$ cat src/rtl/add_serial.sv
// Bit-serial adder: one full-adder cell and a 1-bit carry register, LSB first, WIDTH+1 cycles per operation.
// Build option ADD_SERIAL_OVF_EN adds a registered signed-overflow output.
module add_serial #(
    parameter int WIDTH = 4
) (
    input  logic             clk,
    input  logic             rst,
    input  logic             start,
    input  logic [WIDTH-1:0] a,
    input  logic [WIDTH-1:0] b,
    input  logic             carry_in,
    output logic             ready,
    output logic             busy,
    output logic             done,
    output logic [WIDTH-1:0] sum,
    output logic             carry_out
`ifdef ADD_SERIAL_OVF_EN
    ,
    output logic             overflow
`endif
);

    // state | meaning
    // IDLE  | waiting for start, operands not yet latched
    // RUN   | one operand bit consumed per cycle, WIDTH cycles
    // DONE  | result valid, done pulses; start here re-enters RUN
    typedef enum logic [1:0] {IDLE, RUN, DONE} state_t;

    localparam int CW = $clog2(WIDTH + 1);

    state_t           state;
    state_t           state_next;
    logic [WIDTH-1:0] a_sr;
    logic [WIDTH-1:0] b_sr;
    logic             carry;
    logic [CW-1:0]    count;
    logic             fa_sum;
    logic             fa_carry;
    logic             last_bit;
    logic             accept;

    assign fa_sum   = a_sr[0] ^ b_sr[0] ^ carry;
    assign fa_carry = (a_sr[0] & b_sr[0]) | (carry & (a_sr[0] ^ b_sr[0]));
    assign last_bit = (count == CW'(WIDTH - 1));

    always_ff @(posedge clk) begin
        if (rst) state <= IDLE;
        else     state <= state_next;
    end

    always_comb begin
        state_next = state;
        ready      = 1'b1;
        busy       = 1'b0;
        done       = 1'b0;
        accept     = 1'b0;
        case (state)
            IDLE: begin
                if (start) begin
                    accept     = 1'b1;
                    state_next = RUN;
                end
            end
            RUN: begin
                ready = 1'b0;
                busy  = 1'b1;
                if (last_bit) state_next = DONE;
            end
            DONE: begin
                done = 1'b1;
                if (start) begin
                    accept     = 1'b1;
                    state_next = RUN;
                end else begin
                    state_next = IDLE;
                end
            end
            default: state_next = IDLE;
        endcase
    end

    // Sum bits shift into the top of a_sr as augend bits leave the bottom,
    // so after WIDTH steps a_sr holds the finished sum.
    always_ff @(posedge clk) begin
        if (rst) begin
            a_sr      <= '0;
            b_sr      <= '0;
            carry     <= 1'b0;
            count     <= '0;
            sum       <= '0;
            carry_out <= 1'b0;
`ifdef ADD_SERIAL_OVF_EN
            overflow  <= 1'b0;
`endif
        end else if (accept) begin
            a_sr  <= a;
            b_sr  <= b;
            carry <= carry_in;
            count <= '0;
        end else if (state == RUN) begin
            a_sr  <= {fa_sum, a_sr[WIDTH-1:1]};
            b_sr  <= b_sr >> 1;
            carry <= fa_carry;
            count <= count + CW'(1);
            if (last_bit) begin
                sum       <= {fa_sum, a_sr[WIDTH-1:1]};
                carry_out <= fa_carry;
`ifdef ADD_SERIAL_OVF_EN
                overflow  <= carry ^ fa_carry;
`endif
            end
        end
    end

endmodule

$ cat config.mk
export PLATFORM = sky130hd
export DESIGN_NAME = add_serial
export DESIGN_NICKNAME = d
export VERILOG_FILES = /design/src/rtl/add_serial.sv
export SDC_FILE = /design/constraint.sdc
export NUM_CORES = 1
export LEC_CHECK = 0
export CORE_MARGIN = 1.5
export CORE_UTILIZATION = 38
export DETAILED_ROUTE_END_ITERATION = 6
export GPL_ROUTABILITY_DRIVEN = 0
export GPL_TIMING_DRIVEN = 0
export PLACE_DENSITY = 0.7
export SKIP_LAST_GASP = 1
export SYNTH_ARGS = -nofsm -noshare
export SYNTH_HDL_FRONTEND = slang
export SYNTH_SLANG_ARGS = --single-unit
$ cat constraint.sdc
create_clock -name clk -period 1.4 [get_ports clk]
set_input_delay 0.28 -clock clk [delete_from_list [all_inputs] [get_ports clk]]
set_output_delay 0.28 -clock clk [all_outputs]
set_load 0.005 [all_outputs]
Word level (Yosys, flattened, before mapping)
Index checks and enable logic that the tools add are counted.
{ "classes": {"mux": 15, "reduce_logical": 6, "n_bitwise": 6, "n_eq_ne": 5, "add_sub_neg": 1} }
{ "ops": {"columns": ["op", "count"], "rows": [
  ["2-to-1 mux 4 bit", 4],
  ["2-to-1 mux 1 bit", 8],
  ["case mux 2 bit (3 select lines)", 1],
  ["2-to-1 mux 2 bit", 2],
  ["inequality test 2 bit (second input constant)", 2],
  ["OR reduction 2 bit", 2],
  ["adder 3 x 1 -> 3 bit (second input constant)", 1],
  ["equality test 3 x 2 -> 1 bit (second input constant)", 1],
  ["AND reduction 3 bit", 1],
  ["AND 1 bit", 2],
  ["equality test 2 x 1 -> 1 bit (second input constant)", 1],
  ["equality test 2 bit (second input constant)", 1],
  ["zero test 2 bit", 1],
  ["AND reduction 2 bit", 1],
  ["nonzero test 2 bit", 1],
  ["XOR 1 bit", 2],
  ["inverter 1 bit", 1],
  ["OR 1 bit", 1]
]} }
{ "totals": {"ff_bits": 19, "elab_cells": 40} }

Depth between registers and ports, before layout
{ "logic_depth": {"word_depth": 5, "mapped_depth": 6, "depth_no_buf": 5} }

Least setup slack after synthesis
No wires, ideal clock.
{ "synth_path": {"path_type": "register to register", "from": "register count[0]", "to": "register carry_out", "t_arrival_ns": 1.029, "period_less_slack_ns": 1.163, "path_slack_ns": 0.237, "stages_incl_launch_ff": 6, "path_buffers": 0, "t_required_ns": 1.266, "cell_sequence": "dfxtp_1 ha_1 ha_1 nand3b_1 nand2_1 a21oi_1"} }
{ "synth_between": {"elab_chain_len": 2} }
{ "synth_lines": {"columns": ["element", "line", "text"], "rows": [
  ["start: declaration", "36", "logic [CW-1:0] count;"],
  ["start signal: assignment", "104", "count <= count + CW'(1);"],
  ["equality test 3 x 2 -> 1 bit", "44", "assign last_bit = (count == CW'(WIDTH - 1));"],
  ["AND reduction 3 bit (no line)", null, null],
  ["end signal: assignment", "107", "carry_out <= fa_carry;"],
  ["end: declaration", "16", "output logic carry_out"]
]} }
No other way between the ends.
A chain may end at the register's enable or synchronous reset.

Final worst setup path
{ "layout_path": {"from": "register state[0]", "to": "output port ready"} }
{ "layout_between": {"elab_chain_len": 2} }
{ "layout_lines": {"columns": ["element", "line", "text"], "rows": [
  ["start: declaration", "31", "state_t state;"],
  ["start signal: assignment", "48", "else state <= state_next;"],
  ["equality test 2 x 1 -> 1 bit", "57", "case (state)"],
  ["2-to-1 mux 1 bit", "57", null],
  ["end: declaration", "12", "output logic ready,"]
]} }
No other way between the ends.

==> flow_metrics.env <==
export IMPL_outcome="finished with violations"
export IMPL_violations="negative setup slack"
export IMPL_die_width_microns=49.7
export IMPL_h_tree_depth=1
export IMPL_cts_tree="done"
export IMPL_core_area_sq_mm=0.00200
export IMPL_stdcell_area_sq_mm=0.00117
export IMPL_synth_xor_area_frac=0.0106
export IMPL_fp_dieArea_sq_mm=0.00247
export IMPL_top_layer_used="met4"
export IMPL_ys_top_cells_by_area="dfxtp_1 (46%), a21oi_1 (5.4%), nand3_1 (5.4%)"
export IMPL_synth_edff_count=0
export IMPL_slew_headroom=0.691
export IMPL_drt_iter0_drc=22
export IMPL_fin_skew_ns=0.00490
export IMPL_dr_pass1_iters=4
export IMPL_wl_per_cell_microns=13.7
export IMPL_io_pins=20
export IMPL_grt_first_pass_wirelength_microns=3190
export IMPL_grt_use_total=0.173
export IMPL_core_rowCount=16
export IMPL_grt_pass1_vias=737
export IMPL_grt_max_degree=12
export IMPL_worstPathMaxFanout=2
export IMPL_synthAdderAreaFrac=0.0543
export IMPL_cp_data_arrival_time_ns=1.15
export IMPL_synth_nets=103
export IMPL_drt_total_wl_microns=1990
export IMPL_finalSetupViolCount=1
export IMPL_final_nets=134
export IMPL_ys_warnings_count=0
export IMPL_cp_start_kind="flip-flop"
export IMPL_synth_distinct_cells=28
export IMPL_drive_gt1_frac=0.297
export IMPL_worst_pin_slew_ns=0.464
export IMPL_ant_nets=0
export IMPL_num_vias=747
export IMPL_netlist_area_leader_share=0.459
export IMPL_fin_crit_sh=1.02
export IMPL_ys_seq_area_frac=0.459
export IMPL_grt_ovfl_total=0
export IMPL_synth_mux_area_frac=0.0241
export IMPL_cts_root_buf="clkbuf_4"
export IMPL_die_h_microns=49.7
export IMPL_vdd_drop_max_mv=0.512
export IMPL_synth_main_ff_cell="dfxtp_1"
export IMPL_fmax_mhz=701
export IMPL_power_w=0.00111
export IMPL_n_fill_cell=188
export IMPL_cts_sinks=19
export IMPL_power_density_mw_per_mm2=947
export IMPL_path_clk_slew_ns=0.11
export IMPL_yosysTopAreaCell="dfxtp_1"
export IMPL_worst_slack_ns=-0.0273
export IMPL_finalHoldViolCount=0
export IMPL_async_reset_ff_frac=0
export IMPL_io_buffer_count=18
export IMPL_syn_area_per_cell_sq_um=9.43
export IMPL_synth_top_family_by_area="simple AND/OR/NAND/NOR gates"
export IMPL_cap_violations=0
export IMPL_start_util=0.414
export IMPL_syn_to_final_growth_pct=41.5
export IMPL_wirelength_met1_microns=872
export IMPL_met3_length_microns=72
export IMPL_clk_latency_ns=0.31
export IMPL_syn_inst=88
export IMPL_final_util=0.586
export IMPL_synth_simple_area_share=0.219
export IMPL_rsz0062_at_grt="yes"
export IMPL_antenna_cells=0
export IMPL_min_period_ns=1.43
export IMPL_critPathRequiredTime_ns=1.12
export IMPL_endpoint_kind="primary output"
export IMPL_synth_cell_area_sq_um=830
export IMPL_slew_viol_final=0
export IMPL_clockBufferDepth=2
export IMPL_yosysMostFrequentCell="dfxtp_1"
export IMPL_viasPerCell=5.15
export IMPL_ys_seq_elements=19
export IMPL_numCtsBuffers=3
export IMPL_hp_class="input pin to flip-flop"
export IMPL_dp_hpwl_microns=1210
export IMPL_p_leak_nw=0.470
export IMPL_met2_length_microns=983
export IMPL_drc_errors=0
export IMPL_place_area_sq_mm=0.00104
export IMPL_synth_compound_area_share=0.161
export IMPL_synth_commonest_cells="dfxtp_1 (19), a21oi_1 (9), nand2_1 (9), nand3_1 (9), nor3_1 (6)"
export IMPL_worstSetupPathType="flip-flop to primary output"
export IMPL_antenna_found_initial=0
## cell usage in the layout, fill, tap and decap left out
cell and instances:
a22oi_1 4, a21oi_1 9, nand2_1 9, nand2b_1 1, buf_2 4, nor2_1 4
xnor2_1 1, dfxtp_1 12, nor3_2 1, buf_8 2, ha_4 1, clkbuf_2 1
inv_6 1, a2111oi_4 1, and2b_1 1, mux2i_1 2, nand3b_1 1, nand3_1 9
clkdlybuf4s50_1 10, a311oi_1 1, buf_4 5, o22ai_1 2, clkbuf_4 3, dlygate4sd2_1 5
dfxtp_2 7, nor2b_1 1, o21a_1 1, a311oi_2 1, nor2b_4 1, buf_6 5
ha_1 1, nor2_2 1, clkinv_2 1, nor3_1 6, fa_1 1, buf_1 1
inv_1 1
## logic make-up after synthesis
family                     after synthesis
muxes                                    2
xor gates and xnor gates                 1
AOI/OAI and AO/OA                       19
buffers and inverters                    9
DFF                                     19
and+or+nand+nor                         35
adders and majority gates                3
## registers in the layout, indices dropped and copies added, names as in the netlist
signal	count
b_sr	4
carry	1
carry_out	1
count	3
state	2
sum	4
a_sr	4
## area by class of cell
cell class / count / area (sq um) / area share
Multi-Input combinational cell: 60 / 414 / 0.353
Inverter: 2 / 12.5 / 0.0107
Sequential cell: 19 / 389 / 0.332
Tap cell: 27 / 33.8 / 0.0288
Timing Repair Buffer: 27 / 251 / 0.214
Clock inverter: 1 / 5.00 / 0.00426
Buffer: 6 / 45.0 / 0.0384
Clock buffer: 3 / 22.5 / 0.0192
## final timing paths
| check | startpoint | end | slack, ns | cells after the start |
|---|---|---|---|---|
| worst max-delay path | state[0]$_SDFFE_PP0P_ | ready | -0.03 | 5 |
| worst min-delay path | rst | a_sr[2]$_SDFFE_PP0P_ | 0.31 | 2 |
| worst max register to register | state[0]$_SDFFE_PP0P_ | b_sr[2]$_SDFFE_PP0P_ | 0.06 | 8 |
| worst min register to register | sum[2]$_SDFFE_PP0P_ | sum[2]$_SDFFE_PP0P_ | 0.46 | 2 |
## worst max-delay path, cell delays in order, from the launching register on
cell,delay (ns)
dfxtp_2,0.36
nor2b_4,0.14
buf_6,0.11
buf_8,0.10
inv_6,0.03
buf_6,0.10
## stage by stage
step	hold slack [ns]	setup TNS (ns)	cells	worst slack, ns
after global placement	0.447	-0.598	133	-0.204
after floorplan	0.453	0	88	0.237
final	0.308	-0.0273	145	-0.0273
after global routing	0.307	-0.197	145	-0.0993
after CTS	0.294	-0.226	143	-0.107
after detailed placement	0.450	-0.704	133	-0.218
## metal layers
layer,vias to the layer above,global-route usage
met5,-,0
met4,0,0.130
met3,5,0.0303
met2,18,0.264
met1,353,0.217
li1,371,-
## where the power goes
group / internal [W] / total (W) / switching, W / leakage (nW)
combinational: 0.000129 / 0.000238 / 0.000108 / 0.294
clock: 0.000107 / 0.000284 / 0.000177 / 0.0177
sequential: 0.000570 / 0.000590 / 0.0000205 / 0.159
total: 0.000806 / 0.00111 / 0.000306 / 0.470
## repair_timing
action,4_1_cts,5_1_grt
pin swaps,0,1
gates resized for setup,25,10
gates cloned,0,1
setup endpoints to repair,8,11
setup buffers,6,3
hold buffers,0,0
No activity file was read; power rests on OpenSTA's default activity.
